**src/rtl/serdes_rx_buffer.sv**
```systemverilog
// Receive half of the serial link: LSB-first deserializer feeding a circular FIFO,
// drained by a level-request to single-pop pulse generator.
module serdes_rx_buffer #(
  parameter int unsigned DATA_WIDTH = 8,
  parameter int unsigned FIFO_DEPTH = 4
) (
  input  logic                  clk_i,
  input  logic                  rst_n_i,
  input  logic                  serial_in_i,
  input  logic                  enable_i,
  input  logic                  start_i,
  output logic [DATA_WIDTH-1:0] word_o,
  output logic                  word_valid_o,
  input  logic                  rd_req_i,
  output logic [DATA_WIDTH-1:0] rd_data_o,
  output logic                  rd_valid_o,
  output logic                  rd_pop_o,
  output logic                  fifo_full_o,
  output logic                  fifo_empty_o,
  output logic                  overflow_o
);

  localparam int unsigned BIT_W = $clog2(DATA_WIDTH);
  localparam int unsigned PTR_W = $clog2(FIFO_DEPTH);
  localparam int unsigned CNT_W = $clog2(FIFO_DEPTH + 1);

  localparam logic [BIT_W-1:0] LAST_BIT = BIT_W'(DATA_WIDTH - 1);
  localparam logic [PTR_W-1:0] LAST_PTR = PTR_W'(FIFO_DEPTH - 1);
  localparam logic [CNT_W-1:0] FULL_CNT = CNT_W'(FIFO_DEPTH);

  typedef enum logic {
    PG_ARMED,
    PG_SPENT
  } pg_state_t;

  // ---------------- deserializer ----------------
  logic [BIT_W-1:0]      bit_cnt;
  logic [DATA_WIDTH-2:0] shift_reg;
  logic [DATA_WIDTH-1:0] word_next;
  logic                  word_done;

  // The top bit never needs storage: it is taken straight from the line on the completing edge.
  always_comb begin
    word_next = {serial_in_i, shift_reg};
    word_done = enable_i & ~start_i & (bit_cnt == LAST_BIT);
  end

  always_ff @(posedge clk_i or negedge rst_n_i) begin
    if (!rst_n_i) begin
      bit_cnt      <= '0;
      shift_reg    <= '0;
      word_o       <= '0;
      word_valid_o <= 1'b0;
    end else begin
      word_valid_o <= 1'b0;
      if (enable_i) begin
        if (start_i) begin
          shift_reg <= (DATA_WIDTH-1)'(serial_in_i);
          bit_cnt   <= BIT_W'(1);
        end else if (word_done) begin
          word_o       <= word_next;
          word_valid_o <= 1'b1;
          bit_cnt      <= '0;
        end else if (bit_cnt != '0) begin
          shift_reg[bit_cnt] <= serial_in_i;
          bit_cnt            <= bit_cnt + BIT_W'(1);
        end
      end
    end
  end

  // ---------------- FIFO ----------------
  logic [DATA_WIDTH-1:0] mem [FIFO_DEPTH];
  logic [PTR_W-1:0]      wr_ptr;
  logic [PTR_W-1:0]      rd_ptr;
  logic [CNT_W-1:0]      count;
  logic                  do_push;
  logic                  do_pop;

  always_comb begin
    fifo_full_o  = (count == FULL_CNT);
    fifo_empty_o = (count == '0);
    rd_valid_o   = ~fifo_empty_o;
    rd_data_o    = mem[rd_ptr];
    // Fullness is judged before the edge, so a same-cycle pop cannot make room.
    do_push      = word_done & ~fifo_full_o;
    do_pop       = rd_pop_o;
  end

  always_ff @(posedge clk_i) begin
    if (do_push) begin
      mem[wr_ptr] <= word_next;
    end
  end

  always_ff @(posedge clk_i or negedge rst_n_i) begin
    if (!rst_n_i) begin
      wr_ptr     <= '0;
      rd_ptr     <= '0;
      count      <= '0;
      overflow_o <= 1'b0;
    end else begin
      overflow_o <= word_done & fifo_full_o;
      if (do_push) begin
        wr_ptr <= (wr_ptr == LAST_PTR) ? '0 : wr_ptr + PTR_W'(1);
      end
      if (do_pop) begin
        rd_ptr <= (rd_ptr == LAST_PTR) ? '0 : rd_ptr + PTR_W'(1);
      end
      case ({do_push, do_pop})
        2'b10:   count <= count + CNT_W'(1);
        2'b01:   count <= count - CNT_W'(1);
        default: count <= count;
      endcase
    end
  end

  // ---------------- pulse generator ----------------
  pg_state_t pg_state;
  pg_state_t pg_next;

  always_ff @(posedge clk_i or negedge rst_n_i) begin
    if (!rst_n_i) begin
      pg_state <= PG_ARMED;
    end else begin
      pg_state <= pg_next;
    end
  end

  always_comb begin
    pg_next = pg_state;
    case (pg_state)
      PG_ARMED: if (rd_pop_o)  pg_next = PG_SPENT;
      PG_SPENT: if (!rd_req_i) pg_next = PG_ARMED;
      default:                 pg_next = PG_ARMED;
    endcase
  end

  always_comb begin
    rd_pop_o = rd_req_i & (pg_state == PG_ARMED) & ~fifo_empty_o;
  end

endmodule

```
**config.mk**
```make
export PLATFORM = sky130hd
export DESIGN_NAME = serdes_rx_buffer
export DESIGN_NICKNAME = d
export VERILOG_FILES = /design/src/rtl/serdes_rx_buffer.sv
export SDC_FILE = /design/constraint.sdc
export NUM_CORES = 1
export LEC_CHECK = 0
export CAP_MARGIN = 10
export CORE_MARGIN = 3
export CORE_UTILIZATION = 49
export CTS_BUF_LIST = sky130_fd_sc_hd__clkbuf_8 sky130_fd_sc_hd__clkbuf_16
export CTS_CLUSTER_DIAMETER = 60
export CTS_CLUSTER_SIZE = 30
export DETAILED_ROUTE_END_ITERATION = 12
export GPL_ROUTABILITY_DRIVEN = 0
export GPL_TIMING_DRIVEN = 0
export MAX_ROUTING_LAYER = met4
export PLACE_DENSITY = 0.74
export SYNTH_ARGS = -nofsm -noshare
export SYNTH_HDL_FRONTEND = slang
export SYNTH_SLANG_ARGS = --single-unit
```
**constraint.sdc**
```tcl
create_clock -name clk_i -period 2.8 [get_ports clk_i]
set_input_delay 0.42 -clock clk_i [delete_from_list [all_inputs] [get_ports clk_i]]
set_output_delay 0.42 -clock clk_i [all_outputs]
set_load 0.02 [all_outputs]
```
==> results of run 1 <==
report_power, final:
part	switching (mW)	leakage [nW]	internal, mW
Clock	0.352	0.120	0.597
Combinational	0.559	0.547	0.521
Sequential	0.113	0.656	1.08
per-stage QoR:
stage	instances	worst slack, ns	util (%)
floorplan	174	0.547	-
global placement	271	0.347	58.1
detailed placement	271	0.250	58.1
CTS	287	0.242	62.9
global route	287	0.179	62.8
finish	287	0.286	62.8
logic make-up (layout without fill, tap and decap cells):
kind of cell,count (synthesis),after routing
muxes,19,19
AOI/OAI and AO/OA,29,29
xor gates and xnor gates,3,3
and+or+nand+nor,33,33
adders and majority gates,10,10
buffers and inverters,20,63
DFF,60,60
layout make-up:
cell class	instances	area share (%)
Multi-Input combinational cell	94	27.2
Inverter	13	1.51
Buffer	7	1.20
Clock buffer	9	3.84
Tap cell	70	2.71
Sequential cell	60	51.5
Clock inverter	7	3.84
Timing Repair Buffer	27	8.22
placed cells by master, fill, tap and decap left out, drive strengths merged, types with 3 or more instances in the layout:
cell           synthesis  routed
a31oi                  4       4
clkbuf                 1      10
mux2                  11      11
ha                     9       9
clkdlybuf4s50          0      26
o21ai                 12      12
nand2                 10      10
mux4                   8       8
inv                   13      14
buf                    6       7
o31ai                  3       3
edfxtp                32      32
nor2                   7       7
a21oi                  4       4
bufinv                 0       3
dfrtp                 28      28
and2                   4       4
worst min path at each step:
stage	from	endpoint	slack [ns]	cells after the start
after floorplan	rst_n_i	bit_cnt[0]	0.12	0
after global placement	count[2]	count[2]	0.47	1
after detailed placement	word_o[7]	word_o[7]	0.49	2
after CTS	word_o[7]	word_o[7]	0.51	2
after global routing	rst_n_i	rd_ptr[0]	0.14	1
final	rst_n_i	rd_ptr[0]	0.09	1
layer usage:
| layer | share of wire (%) | up-vias | GRT usage [%] |
|---|---|---|---|
| met4 | 1.4 | 0 | 7.73 |
| met3 | 5.0 | 6 | 4.99 |
| met2 | 54 | 38 | 29.8 |
| li1 | - | 723 | - |
| met1 | 40 | 785 | 19.7 |
| met5 | 0 | - | - |
==> results by group, run 1 <==
Logic synthesis
  – Most frequent cell after synthesis: edfxtp_1
  – Top FF cell, synth: edfxtp_1
  – Post-Syn Area: 2630 um2
  – Cells after Synth: 174
  – Synth Area in Compound Gates: 7.10%
  – Area leader, netlist: edfxtp_1
  – Simple-Gate Fraction of Synth Area: 7.43%
  – Post-synthesis mux area share: 12.9%
  – Mapped Avg Cell Area: 15.1 um2
  – Largest family of logic cells by synthesized area: multiplexers
  – Synth area leaders: edfxtp_1 (37%), dfrtp_1 (27%), mux4_2 (6.9%), mux2_4 (5.1%), ha_1 (4.3%)
  – FF+latch count, synth: 60
  – Sequential share of the synthesized area: 63.2%
  – Top-area cell type share of the netlist area: 36.6%
  – Synth Area in Adders: 5.05%
  – Post-synth ARST share: 46.7%
  – Top cells by count, synth: edfxtp_1 (32), dfrtp_1 (28), inv_1 (12)
  – Netlist cell types: 41
  – EDFF count, synth: 32
  – YS warnings: 0
  – Net Count, Synth: 190
  – XOR/XNOR share of the synthesized area: 1.00%

Power and ir drop
  – Final Power: 3.22 mW
  – Power per Cell Area: 998 nW/um2
  – Pleak: 1.32 nW
  – Worst IR drop on VDD: 0.499 mV

Placement
  – Dpl cell area: 2990 um2
  – Dpl hpwl: 3320 um
  – Port Buf Inserts: 27

Timing
  – # setup viols final: 0
  – Slew headroom: 59.6%
  – Final Hold Fails: 0
  – Fin crit period: 2.51 ns
  – Worst slew pin tran: 0.606 ns
  – Worst clock skew: 0.00764 ns
  – Setup_tns: 0 ns
  – Part of the cycle the worst path needs: 89.8%
  – Slew Viols, Final: 0
  – Max Fclk: 398 MHz
  – WHS: 0.0876 ns
  – RSZ-0062 raised after global routing: false

Setup path
  – R2R cell count: 11
  – Crit path max-delay family: buffers and inverters
  – R2r setup slk: 0.59 ns
  – Critical path type: register to output port
  – R2r startpoint: bit_cnt[0]
  – CP Data Arrival Time: 2.09 ns
  – Worst path bufs/invs: 2
  – Worst-path maximum fanout: 10
  – Worst setup path startpoint: rd_ptr[0]
  – Slowest cell delay on critical path: 0.55 ns
  – Slowest-stage cell, CP: mux4_2
  – Critical path launch point type: register
  – CP endpoint kind: output port
  – Worst R2R End: count[2]
  – Worst Path Required: 2.38 ns
  – End of the critical path: rd_data_o[3]
  – Sequence of cells on the critical path: buf_2 > mux4_2 > clkdlybuf4s50_1
  – Critical path depth: 3

Clocking
  – CTS Buffer Depth: 2
  – Setup repair bufs after CTS: 0
  – CTS tree: yes
  – Sink Count: 60
  – CTS Root Cell: clkbuf_8
  – Worst-Skew Late Latency: 0.33 ns
  – Cts bufs inserted: 9
  – PostCTS Resize Cnt: 0
  – Worst-path clk slew: 0.07 ns
  – # hold bufs at CTS: 0
  – H-tree depth: 3

Drt
  – Final WL: 4700 um
  – Vias per cell: 5.41
  – Final ANT Viol Nets: 0
  – DRC viols: 0
  – Via count: 1552
  – Initial DRC count: 110
  – Drt wl/cell: 16.4 um
  – Drt first pass iters: 4

Cells and area
  – Sequential cell area: 1660 um2
  – P&R area growth vs syn: 22.9%
  – Share of layout cells above drive strength 1: 21.2%
  – # fillers: 410
  – Post-route cell area: 3230 um2
  – Area of the multi-input gates: 878 um2
  – ANT cells: 0
  – Number of flip-flops in the largest register: 32
  – Layout net count: 228

Global routing
  – Global-route wire length before repair: 7920 um
  – Grt total ovfl: 0
  – Total track usage: 17.7%
  – Pin count of the biggest net entering global routing: 29
  – Initial antenna violation count: 0
  – Vias in the first global route: 1629

Floorplanning
  – Starting Density: 51.1%
  – DIE WIDTH: 79.2 um
  – Cell Rows: 26
  – Core area: 5140 um2
  – Die span in y: 79.2 um
  – Die ar.: 6280 um2
  – I/O pins: 28

Job
  – Max-cap viol count: 0

Outcome
  – Status: completed

Min path
  – Worst Hold Class: input pin to async pin
No activity file was read; power rests on OpenSTA's default activity.
==> inputs of run 2 (changes only) <==
PLACE_DENSITY = unset   (was 0.74)
PLACE_DENSITY_LB_ADDON = 0.05   (was unset)
==> run 2 against run 1 <==
First-iteration DRC count shrank 62%. Combinational power hardly changed. Non-clock buffer count stayed put. Critical path depth is the same. Sequential cell count is the same. Power fell by 6.4%. Die area unchanged. Sequential share of layout area increased by 0.81 points. Register-to-register slack improved by 0.02 ns. Critical path type unchanged. Largest power group unchanged. Highest routed layer unchanged.
==> results by group, run 2 (same netlist as run 1, synthesis figures left out) <==
Cells and area
  – P&R area growth vs syn: 21.0%
  – Commonest non-fill, non-tap cell in the layout: edfxtp_1
  – Finished Core Util: 61.8%
  – Number of flip-flops in the largest register: 32
  – Layout net count: 228
  – ANT cells: 0
  – # fillers: 449
  – Commonest non-fill, non-tap cells in the layout: edfxtp_1 (32), dfrtp_1 (28), clkdlybuf4s50_1 (26)
  – Share of layout cells above drive strength 1: 19.8%

Power and ir drop
  – Comb power frac: 35.3%
  – Pleak: 1.32 nW
  – Int Pwr: 2.05 mW
  – Psw: 0.968 mW
  – Power per Cell Area: 949 nW/um2
  – Clock Power Share: 25.1%
  – Reg power frac: 39.6%
  – Switching share of power: 32.1%
  – Worst IR drop on VDD: 0.499 mV

Setup path
  – Slowest cell delay on critical path: 0.55 ns
  – Critical path type: register to output port
  – Worst-path maximum fanout: 10
  – Slowest-stage cell, CP: mux4_2
  – Critical path launch point type: register
  – Worst Path Required: 2.38 ns
  – R2r setup slk: 0.61 ns
  – CP Data Arrival Time: 2.08 ns
  – R2R cell count: 11
  – Sequence of cells on the critical path: buf_2 > mux4_2 > clkdlybuf4s50_1
  – Worst R2R End: count[2]
  – CP endpoint kind: output port
  – R2r startpoint: bit_cnt[0]

Global routing
  – Initial antenna violation count: 0
  – Vias in the first global route: 1564
  – Global-route wire length before repair: 7950 um
  – Grt total ovfl: 0
  – Total track usage: 17.6%
  – Pin count of the biggest net entering global routing: 29

Drt
  – Drt first pass iters: 4
  – Final ANT Viol Nets: 0
  – Vias per cell: 5.27
  – Via count: 1512
  – Drt wl/cell: 16.3 um
  – DRC viols: 0
  – Final WL: 4680 um
  – Initial DRC count: 42

Timing
  – Part of the cycle the worst path needs: 89.3%
  – Slew headroom: 58.3%
  – Setup_tns: 0 ns
  – # setup viols final: 0
  – Fin crit period: 2.50 ns
  – Worst slew pin tran: 0.626 ns
  – RSZ-0062 raised after global routing: false
  – Slew Viols, Final: 0
  – Final Hold Fails: 0
  – Max Fclk: 400 MHz
  – Worst clock skew: 0.00660 ns

Min path
  – Worst Hold Class: input pin to async pin

Placement
  – Port Buf Inserts: 27
  – Dpl hpwl: 3170 um

Clocking
  – Worst-path clk slew: 0.06 ns
  – CTS Buffer Depth: 2
  – PostCTS Resize Cnt: 0
  – Setup repair bufs after CTS: 0
  – # hold bufs at CTS: 0
  – H-tree depth: 3
  – Worst-Skew Late Latency: 0.33 ns
  – CTS tree: yes
  – Sink Count: 60
  – CTS Root Cell: clkbuf_8
  – Cts bufs inserted: 9

Floorplanning
  – I/O pins: 28
  – Die ar.: 6280 um2
  – Core area: 5140 um2
  – DIE WIDTH: 79.2 um
  – Cell Rows: 26
  – Starting Density: 51.1%
  – Die span in y: 79.2 um

Job
  – Max-cap viol count: 0

Outcome
  – Status: completed
[run 2: cell types whose count changed in the layout (fill, tap and decap cells not counted)]
cell | previous run | this run
inv_1 | 12 | 15
bufinv_16 | 3 | 1
clkinv_2 | 0 | 1
inv_6 | 1 | 0
clkinv_4 | 2 | 0
clkinvlp_4 | 1 | 0
clkbuf_8 | 9 | 11
[run 2: power groups by stage]
stage               combinational [mW]  sequential (mW)  clock (mW)
finish                            1.06             1.19       0.757
global route                      1.16             1.22       0.819
CTS                               1.08             1.19       0.781
detailed placement                1.07             1.21           0
global placement                  1.04             1.19           0
floorplan                        0.699             1.21           0
[run 2: worst max path at each step]
stage	depth (start not counted)	from	endpoint
3_5_place_dp	9	enable_i	count[1]
4_1_cts	3	rd_ptr[0]	rd_data_o[3]
3_3_place_gp	11	enable_i	count[2]
6_report	3	rd_ptr[0]	rd_data_o[3]
5_1_grt	3	rd_ptr[0]	rd_data_o[3]
2_1_floorplan	9	count[0]	count[2]
[run 2: worst max-delay path: cells and delay by family, from the launching register on]
| kind | cells | cell delay [ns] |
|---|---|---|
| buf+inv | 2 | 0.86 |
| flops | 1 | 0.35 |
| mux | 1 | 0.55 |
[run 2: through the flow]
step	hold WS, ns	setup slack, ns	instances	cell area (um2)	power, mW
floorplan	0.124	0.547	174	2630	1.90
global placement	0.468	0.342	271	2990	2.23
detailed placement	0.472	0.253	271	2990	2.28
CTS	0.486	0.247	287	3180	3.05
global route	0.146	0.183	287	3180	3.20
finish	0.105	0.301	287	3180	3.02
[run 2: area by class of cell]
type | count | area [um2] | share of cell area [%]
Buffer | 7 | 38.8 | 1.22
Clock buffer | 11 | 151 | 4.76
Timing Repair Buffer | 27 | 265 | 8.35
Sequential cell | 60 | 1660 | 52.3
Tap cell | 70 | 87.6 | 2.76
Multi-Input combinational cell | 94 | 878 | 27.6
Clock inverter | 5 | 46.3 | 1.46
Inverter | 13 | 48.8 | 1.54
[run 2: per-layer routing]
| metal | part of all wire [%] | GRT usage, % | vias up |
|---|---|---|---|
| met3 | 2.9 | 4.20 | 8 |
| met5 | 0 | - | - |
| met1 | 44 | 21.1 | 764 |
| met2 | 52 | 28.5 | 24 |
| met4 | 1.4 | 7.73 | 0 |
| li1 | - | - | 716 |
